==> src/rtl/sweep_instr_packer_if.sv <==
// rtl/sweep_instr_packer_if.sv - host byte stream and instruction FIFO write port bundle
// slave is the packer side, master is the host/FIFO side.
interface sweep_instr_packer_if;
  logic [7:0]  in_data;
  logic        in_valid;
  logic        in_ready;
  logic        fifo_full;
  logic        fifo_wr_en;
  logic [87:0] fifo_wr_data;

  modport slave (
    input  in_data, in_valid, fifo_full,
    output in_ready, fifo_wr_en, fifo_wr_data
  );

  modport master (
    output in_data, in_valid, fifo_full,
    input  in_ready, fifo_wr_en, fifo_wr_data
  );
endinterface

==> src/rtl/sweep_instr_packer.sv <==
// rtl/sweep_instr_packer.sv - frames host bytes into 88-bit sweep/PLL instruction words
// Optional trailing XOR checksum byte enabled by defining PACKER_CHECKSUM_EN.
module sweep_instr_packer #(
  parameter int unsigned TIMEOUT_CYCLES = 50000,
  parameter logic [7:0]  SYNC_BYTE      = 8'hA5
) (
  input  logic                 clk_i,
  input  logic                 reset_i,
  sweep_instr_packer_if.slave  bus,
  output logic                 frame_ok_o,
  output logic                 frame_err_o,
  output logic [7:0]           err_count_o
);
  localparam int IW = (TIMEOUT_CYCLES > 1) ? $clog2(TIMEOUT_CYCLES) : 1;
  localparam logic [IW-1:0] IDLE_LAST = IW'(TIMEOUT_CYCLES - 1);

  typedef enum logic [1:0] {
    HUNT    = 2'd0,
    PAYLOAD = 2'd1,
`ifdef PACKER_CHECKSUM_EN
    CHECK   = 2'd2,
`endif
    WRITE   = 2'd3
  } state_t;

  state_t        state_q, state_d;
  logic [3:0]    idx_q, idx_d;
  logic [87:0]   asm_q, asm_d;
  logic [87:0]   word_q, word_d;
  logic [IW-1:0] idle_q, idle_d;
  logic          err_q, err_d;
  logic [7:0]    cnt_q, cnt_d;
`ifdef PACKER_CHECKSUM_EN
  logic [7:0]    xor_q, xor_d;
`endif

  logic          accept;
  logic          expire;
  logic [87:0]   shifted;

  assign bus.in_ready     = !reset_i && (state_q != WRITE);
  assign bus.fifo_wr_en   = !reset_i && (state_q == WRITE) && !bus.fifo_full;
  assign bus.fifo_wr_data = word_q;
  assign frame_ok_o       = bus.fifo_wr_en;
  assign frame_err_o      = err_q;
  assign err_count_o      = cnt_q;

  assign accept  = bus.in_valid && bus.in_ready;
  // An accepted byte on the last idle cycle pre-empts the timeout.
  assign expire  = (idle_q == IDLE_LAST) && !accept;
  assign shifted = {asm_q[79:0], bus.in_data};

  always_comb begin
    state_d = state_q;
    idx_d   = idx_q;
    asm_d   = asm_q;
    word_d  = word_q;
    idle_d  = idle_q;
    err_d   = 1'b0;
`ifdef PACKER_CHECKSUM_EN
    xor_d   = xor_q;
`endif
    case (state_q)
      HUNT: begin
        idle_d = '0;
        if (accept && bus.in_data == SYNC_BYTE) begin
          state_d = PAYLOAD;
          idx_d   = 4'd0;
`ifdef PACKER_CHECKSUM_EN
          xor_d   = 8'h00;
`endif
        end
      end
      PAYLOAD: begin
        if (accept) begin
          asm_d  = shifted;
          idx_d  = idx_q + 4'd1;
          idle_d = '0;
`ifdef PACKER_CHECKSUM_EN
          xor_d  = xor_q ^ bus.in_data;
          if (idx_q == 4'd10) state_d = CHECK;
`else
          if (idx_q == 4'd10) begin
            if (shifted[86:80] != 7'd0) begin
              err_d   = 1'b1;
              state_d = HUNT;
            end else begin
              word_d  = shifted;
              state_d = WRITE;
            end
          end
`endif
        end else if (expire) begin
          err_d   = 1'b1;
          state_d = HUNT;
        end else begin
          idle_d = idle_q + 1'b1;
        end
      end
`ifdef PACKER_CHECKSUM_EN
      CHECK: begin
        if (accept) begin
          idle_d = '0;
          if (bus.in_data != xor_q || asm_q[86:80] != 7'd0) begin
            err_d   = 1'b1;
            state_d = HUNT;
          end else begin
            word_d  = asm_q;
            state_d = WRITE;
          end
        end else if (expire) begin
          err_d   = 1'b1;
          state_d = HUNT;
        end else begin
          idle_d = idle_q + 1'b1;
        end
      end
`endif
      WRITE: begin
        if (!bus.fifo_full) state_d = HUNT;
      end
      default: state_d = HUNT;
    endcase
    cnt_d = (err_d && cnt_q != 8'hFF) ? cnt_q + 8'd1 : cnt_q;
  end

  always_ff @(posedge clk_i) begin
    if (reset_i) begin
      state_q <= HUNT;
      idx_q   <= 4'd0;
      asm_q   <= '0;
      word_q  <= '0;
      idle_q  <= '0;
      err_q   <= 1'b0;
      cnt_q   <= 8'd0;
`ifdef PACKER_CHECKSUM_EN
      xor_q   <= 8'h00;
`endif
    end else begin
      state_q <= state_d;
      idx_q   <= idx_d;
      asm_q   <= asm_d;
      word_q  <= word_d;
      idle_q  <= idle_d;
      err_q   <= err_d;
      cnt_q   <= cnt_d;
`ifdef PACKER_CHECKSUM_EN
      xor_q   <= xor_d;
`endif
    end
  end
endmodule

==> src/flat_wrapper.sv <==
// flat-port wrapper written by rule: the top's interface ports become plain ports
module sweep_instr_packer_flat 
#(
  parameter int unsigned TIMEOUT_CYCLES = 50000,
  parameter logic [7:0]  SYNC_BYTE      = 8'hA5
)
  (clk_i, reset_i, frame_ok_o, frame_err_o, err_count_o, bus_in_data, bus_in_valid, bus_fifo_full, bus_in_ready, bus_fifo_wr_en, bus_fifo_wr_data);
  sweep_instr_packer_if bus_i ();
  input  logic clk_i;
  input  logic reset_i;
  output logic frame_ok_o;
  output logic frame_err_o;
  output logic [7:0] err_count_o;
  input wire logic [$bits(bus_i.in_data)-1:0] bus_in_data;
  input wire logic [$bits(bus_i.in_valid)-1:0] bus_in_valid;
  input wire logic [$bits(bus_i.fifo_full)-1:0] bus_fifo_full;
  output wire logic [$bits(bus_i.in_ready)-1:0] bus_in_ready;
  output wire logic [$bits(bus_i.fifo_wr_en)-1:0] bus_fifo_wr_en;
  output wire logic [$bits(bus_i.fifo_wr_data)-1:0] bus_fifo_wr_data;
  assign bus_i.in_data = bus_in_data;
  assign bus_i.in_valid = bus_in_valid;
  assign bus_i.fifo_full = bus_fifo_full;
  assign bus_in_ready = bus_i.in_ready;
  assign bus_fifo_wr_en = bus_i.fifo_wr_en;
  assign bus_fifo_wr_data = bus_i.fifo_wr_data;
  sweep_instr_packer #(.TIMEOUT_CYCLES(TIMEOUT_CYCLES), .SYNC_BYTE(SYNC_BYTE)) u_core (.clk_i(clk_i), .reset_i(reset_i), .bus(bus_i), .frame_ok_o(frame_ok_o), .frame_err_o(frame_err_o), .err_count_o(err_count_o));
endmodule
==> config.mk <==
export PLATFORM = sky130hd
export DESIGN_NAME = sweep_instr_packer_flat
export DESIGN_NICKNAME = d
export VERILOG_FILES = /design/src/rtl/sweep_instr_packer_if.sv /design/src/rtl/sweep_instr_packer.sv /design/src/flat_wrapper.sv
export SDC_FILE = /design/constraint.sdc
export NUM_CORES = 1
export LEC_CHECK = 0
export CAP_MARGIN = 20
export CORE_MARGIN = 4
export CORE_UTILIZATION = 48
export CTS_BUF_LIST = sky130_fd_sc_hd__clkbuf_2
export DETAILED_ROUTE_END_ITERATION = 8
export PLACE_DENSITY = 0.79
export SKIP_LAST_GASP = 1
export SLEW_MARGIN = 40
export SYNTH_ARGS = -nofsm -noshare
export SYNTH_HDL_FRONTEND = slang
export SYNTH_SLANG_ARGS = --single-unit
export TNS_END_PERCENT = 1
==> constraint.sdc <==
create_clock -name clk_i -period 3.1 [get_ports clk_i]
set_input_delay 0.775 -clock clk_i [delete_from_list [all_inputs] [get_ports clk_i]]
set_output_delay 0.775 -clock clk_i [all_outputs]
set_load 0.1 [all_outputs]
==> Yosys cells after proc, flatten, opt, wreduce, memory -nomap -nowiden <==
Cells that the tools add are included.
{ "word_totals": {"input_bits": 12, "output_inout_bits": 100, "ff_bits": 199} }
{ "classes": {"mux": 18, "n_eq_ne": 13, "bitwise_logic": 1, "reduce_logical": 18, "add_sub_neg": 3} }
{ "ops": {"columns": ["cell", "count"], "rows": [
  ["16-bit two-way mux", 2],
  ["16-bit one-hot mux with 2 select lines", 1],
  ["16-bit by 1-bit adder with 16-bit output (second input constant)", 1],
  ["16-bit == test (second input constant)", 1],
  ["2-bit two-way mux", 6],
  ["8-bit by 1-bit adder with 8-bit output (second input constant)", 1],
  ["8-bit == test (second input constant)", 1],
  ["4-bit two-way mux", 2],
  ["8-bit inequality test (second input constant)", 1],
  ["4-bit one-hot mux with 2 select lines", 1],
  ["4-bit AND reduction", 2],
  ["1-bit logical AND", 7],
  ["7-bit nonzero test", 1],
  ["2-bit one-hot mux with 3 select lines", 1],
  ["1-bit two-way mux", 5],
  ["4-bit by 1-bit adder with 4-bit output (second input constant)", 1],
  ["4-bit == test (second input constant)", 1],
  ["2-bit by 1-bit inequality test with 1-bit output (second input constant)", 2],
  ["2-bit inequality test (second input constant)", 2],
  ["2-bit AND reduction", 2],
  ["1-bit logical NOT", 3],
  ["3-bit by 1-bit inequality test with 1-bit output (second input constant)", 1],
  ["3-bit by 2-bit inequality test with 1-bit output (second input constant)", 1],
  ["3-bit inequality test (second input constant)", 1],
  ["other kinds (6)", 6]
]} }

==> Longest topological paths before layout <==
{ "depth": {"word_depth": 9, "mapped_depth": 8, "mapped_depth_nobuf": 7} }

==> Worst setup path before layout <==
No wires, ideal clock.
{ "synth_path": {"path_kind": "input-to-output", "start": "input port reset_i", "end": "output port frame_ok_o", "t_arrival_ns": 4.576, "cell_stages": 3, "required_ns": 2.325, "n_path_buf": 2, "path_slack_ns": -2.251, "path_cell_list": "clkbuf_1 nor4bb_1 buf_4"} }
{ "synth_between": {"elab_chain_len": 3} }
{ "synth_rtl": {"columns": ["item", "line_no", "rtl"], "rows": [
  ["start, declared", "flat_wrapper.sv:10", "input logic reset_i;"],
  ["1-bit logical NOT", "sweep_instr_packer.sv:42", "assign bus.fifo_wr_en = !reset_i && (state_q == WRITE) && !bus.fifo_full;"],
  ["1-bit logical AND (2 in series)", "sweep_instr_packer.sv:42", null],
  ["end, declared", "flat_wrapper.sv:11", "output logic frame_ok_o;"]
]} }
Every way passes these cells.

==> Worst setup path in the final report <==
{ "layout_path": {"start": "register u_core.state_q[0]", "end": "output port frame_ok_o"} }
{ "layout_between": {"elab_chain_len": 3} }
{ "layout_rtl": {"columns": ["item", "line_no", "rtl"], "rows": [
  ["start, declared", "sweep_instr_packer.sv:26", "state_t state_q, state_d;"],
  ["start signal, assigned", "sweep_instr_packer.sv:140", "state_q <= state_d;"],
  ["2-bit == test", "sweep_instr_packer.sv:42", null],
  ["1-bit logical AND (2 in series)", "sweep_instr_packer.sv:42", null]
]} }
Every way passes these cells.

==> run summary <==
After Yosys synthesis, and, or, nand and nor cells account for 25.18% of the synthesized area. Measured along the y axis, the die boundary spans 131.7 um. 0 antenna diodes ended up in the layout. The logs give 0 for the number of setup violations in the final report and 0 for the yosys synthesis warning count.

Once detail routing completed, the nets flagged for antenna violations numbered 0. The multiplexer fraction of the synthesized cell area is 0.1362%, and the number of buffers inserted by port buffering is 111. For this run the aggregate overflow at the end of global routing stands at 0.

Once the floorplan was initialized, standard cells occupied 49.81% of the core. The complex-gate fraction of the synthesized area was 15.08%. The total track usage was 19.46%. The flow ran to the end, and the final reports show no timing, DRC or antenna violations. For this run, the leading register cell type out of synthesis is sky130_fd_sc_hd__dfxtp_1.

The floorplan step defined a core boundary enclosing 14750 um2. The largest family of logic cells by synthesized area is simple AND/OR/NAND/NOR gates. For the net total in the final layout, the log shows 1003. TritonCTS built the clock tree.

For the worst max-slew margin expressed relative to the limit, the log shows 47.02%. Counting flops with an async set or reset pin after synthesis yields a share of 0%. The chip width is 131.7 um.

The synthesized net count came out at 929. The finished cells cover 8652 um2. Compared with the post-synthesis result, the final layout area differs by 17.72%. Max-cap violations in this run came to 0.

The layout cell share with drive strength beyond 1 was 15.20%; the first-pass GRT wire length was 28480 um. Sequential cells were found to cover 54.20% of the synthesized design area. The period utilization is 92.72%, and the standard cell area after detailed placement is 8351 um2. The synthesized design contains 0 enable-type register cells. The total wirelength of the detailed-routed design was 17020 um.

Summing the areas of all xor and xnor instances in the mapped netlist gives 0.9534% of the synthesized area. Area fraction of the dominant cell type after synthesis: 54.20%. Between clock sinks in the finished design, the worst skew comes to 0.02781 ns. The synthesized area per cell came out at 8.050 um2. Synthesis handed over a netlist of 913 instances. The final worst hold slack came out at 0.4461 ns. In the post-synthesis netlist, the biggest area contributors are sky130_fd_sc_hd__dfxtp_1 54%, sky130_fd_sc_hd__nand2_1 17%, sky130_fd_sc_hd__a21oi_1 12%. The largest total area in the synthesized netlist belongs to sky130_fd_sc_hd__dfxtp_1.

The run gives 112 as the I/O pin count. The post-synthesis register bit count is 199. The tools report the highest ir drop seen on vdd as 0.0003775 V.

The initialized floorplan defines 44 standard-cell rows. The total count of max-transition violations in the final report was 0. The logs give 10810 um for the placed wire-length estimate and 0.8389 for the routability congestion estimate from global placement.

The leakage power total was 3.019 nW; the clock slew seen by the registers of the worst setup and hold paths was 0.26 ns. The count of distinct cell types in the synthesized netlist is 46. STA puts the critical path data required time at 2.32 ns. The number of antenna violations at the first check in global routing was 0. Final total negative setup slack: 0 ns. Critical path startpoint category: a flip-flop.

The nature of the critical path endpoint is a primary output. The peak clock frequency supported by timing is 0.3479 GHz, and the number of placed cells counting well taps is 1152. For the pin with the worst max-slew slack, the measured transition is 0.7947 ns.

The setup path with the least slack is of type flip-flop to primary output. The footprint of the multi-input gates was 3137 um2; the setup fix buffers added after clock tree synthesis was 0. Entering global routing, the biggest net connects 108 pins.

The filler-free cell count of the finished design was 1184. Buffers inserted to repair hold after CTS numbered 0. The tools report the number of global-route vias before repair as 5746.

The clock tree synthesis step divided the H-tree into 4 levels. The maximum count of clock buffers along a single path is 2. The final-layout fill cell count is 1367. The share of the core filled with cells came out at 58.64%. The cell sitting at the root of the clock tree is a sky130_fd_sc_hd__clkbuf_2.

The maximum fanout encountered on the critical timing path was 12; the number of vias after detailed routing was 6243. Path class of the lowest-slack min-delay path: input pin to flip-flop. The routed design could run at a clock period as short as 2.874 ns. In the final routed layout, each cell accounts on average for 14.38 um. The logs give 3985 um2 for the area of all sequential standard cells and 5 for the iteration count of the initial detailed-routing pass. Summing the areas of all fa, ha and maj instances in the mapped netlist gives 0.6810% of the synthesized area. For the violation count after the first detailed-routing iteration, the log shows 512. At the worst endpoint, the arrival time is 2.10 ns. The worst-skew pair later-pin latency is 0.75 ns, and the post-synthesis cell area is 7350 um2. For the clock buffer count from CTS, the log shows 17. The die covers 17360 um2. Power spread over the standard cell area amounts to 475.1 nW/um2. The run gives 0 as the count of final hold-check violations. Setup repair after global routing left no endpoint under its margin.

After detailed routing, the number of remaining DRC violations is 0. The clock net in this run drives a total of 199 sinks. The mean number of vias per cell came out at 5.273.
## final cells by class
cell class	instances	share of cell area [%]
multi-input cells	646	36.25
repair buffers	118	11.38
flip-flops and latches	199	46.06
clock buffers	19	1.099
inverters	5	0.2169
clock inverters	13	2.328
well taps	184	2.661
## registers in the layout, indices dropped and copies added, names as in the netlist
name and flops:
u_core.asm_q 80, u_core.bus.fifo_wr_data 88, u_core.err_count_o 8, u_core.frame_err_o 1, u_core.idle_q 16, u_core.idx_q 4
u_core.state_q 2
## critical path: stages, from the launching register on
cell and delay (ns):
sky130_fd_sc_hd__dfxtp_1 0.68, sky130_fd_sc_hd__nor4bb_4 0.44, sky130_fd_sc_hd__buf_12 0.23
## final timing paths
check	start	end	slack, ns	depth (start not counted)
setup reg to reg	u_core.idle_q[0]	u_core.err_count_o[7]	0.80	6
setup / recovery	u_core.state_q[0]	frame_ok_o	0.23	2
hold reg to reg	u_core.asm_q[35]	u_core.bus.fifo_wr_data[43]	0.47	2
hold / removal	reset_i	u_core.err_count_o[6]	0.45	4
## synthesized netlist by cell type, drive strengths merged (2+ instances only)
| master | count |
|---|---|
| or4 | 8 |
| a211oi | 2 |
| nand2 | 337 |
| xnor2 | 8 |
| o21ai | 10 |
| a2111oi | 2 |
| nor4 | 3 |
| o31ai | 5 |
| nor2b | 2 |
| nand3 | 9 |
| clkbuf | 48 |
| nand4 | 6 |
| nor3 | 2 |
| nand2b | 5 |
| dfxtp | 199 |
| and2 | 2 |
| inv | 5 |
| a21oi | 181 |
| nor2 | 15 |
| nand3b | 2 |
| and3 | 12 |
| ha | 4 |
| o41ai | 2 |
| nand4b | 3 |
| or3 | 10 |
| buf | 15 |
| o211ai | 3 |
## layout by cell type (no fill, tap or decap), types with 3 or more instances in the layout
cell / netlist / layout
sky130_fd_sc_hd__clkbuf_2: 0 / 19
sky130_fd_sc_hd__nand4b_1: 3 / 3
sky130_fd_sc_hd__or3_1: 10 / 10
sky130_fd_sc_hd__and3_1: 12 / 11
sky130_fd_sc_hd__nor2_1: 14 / 14
sky130_fd_sc_hd__o31ai_1: 5 / 5
sky130_fd_sc_hd__nand3_1: 8 / 6
sky130_fd_sc_hd__clkinv_1: 0 / 3
sky130_fd_sc_hd__clkdlybuf4s50_1: 0 / 10
sky130_fd_sc_hd__inv_1: 5 / 5
sky130_fd_sc_hd__or4_1: 7 / 7
sky130_fd_sc_hd__bufinv_16: 0 / 5
sky130_fd_sc_hd__o21ai_1: 4 / 4
sky130_fd_sc_hd__nand2_1: 337 / 337
sky130_fd_sc_hd__xnor2_1: 8 / 8
sky130_fd_sc_hd__buf_4: 1 / 100
sky130_fd_sc_hd__o211ai_1: 3 / 3
sky130_fd_sc_hd__dfxtp_1: 199 / 198
sky130_fd_sc_hd__buf_6: 0 / 3
sky130_fd_sc_hd__nand4_1: 6 / 6
sky130_fd_sc_hd__buf_12: 0 / 5
sky130_fd_sc_hd__clkinvlp_4: 0 / 3
sky130_fd_sc_hd__ha_1: 4 / 4
sky130_fd_sc_hd__a21oi_1: 181 / 180
sky130_fd_sc_hd__o21ai_0: 6 / 6
sky130_fd_sc_hd__nand2b_1: 4 / 4
## kinds of logic (layout without fill, tap and decap cells)
kind of cell	count (synthesis)	after routing
XOR/XNOR	8	8
multiplexers	1	1
buffers and inverters	68	155
adder cells (fa/ha/maj)	4	4
AO/OA/AOI/OAI	209	209
flip-flops	199	199
AND/OR/NAND/NOR	424	424
## per-stage QoR
stage	setup WS (ns)	power, mW
6_report	0.2255	4.111
5_1_grt	0.06244	4.251
4_1_cts	0.0007299	4.142
3_5_place_dp	0.2959	2.691
3_3_place_gp	0.3450	2.690
2_1_floorplan	-0.2617	2.659
## repair_timing
| item | CTS | global route |
|---|---|---|
| endpoints found under the setup margin | 0 | 2 |
| hold endpoints to repair | 0 | 0 |
| resized for setup | 0 | 1 |
## where the power goes
group	leakage, nW	switching (mW)	internal (mW)
combinational	1.25	0.0546	0.0215
clock	0.164	0.854	0.613
sequential	1.60	0.000440	2.57
## metal layers
layer	vias up	global-route usage (%)	part of all wire, %
met5	-	0	0
met4	0	5.659	1.1
met2	137	31.00	47
met3	15	4.618	4.9
met1	2912	26.52	47
li1	3179	-	-
(Power assumes the default switching activity.)
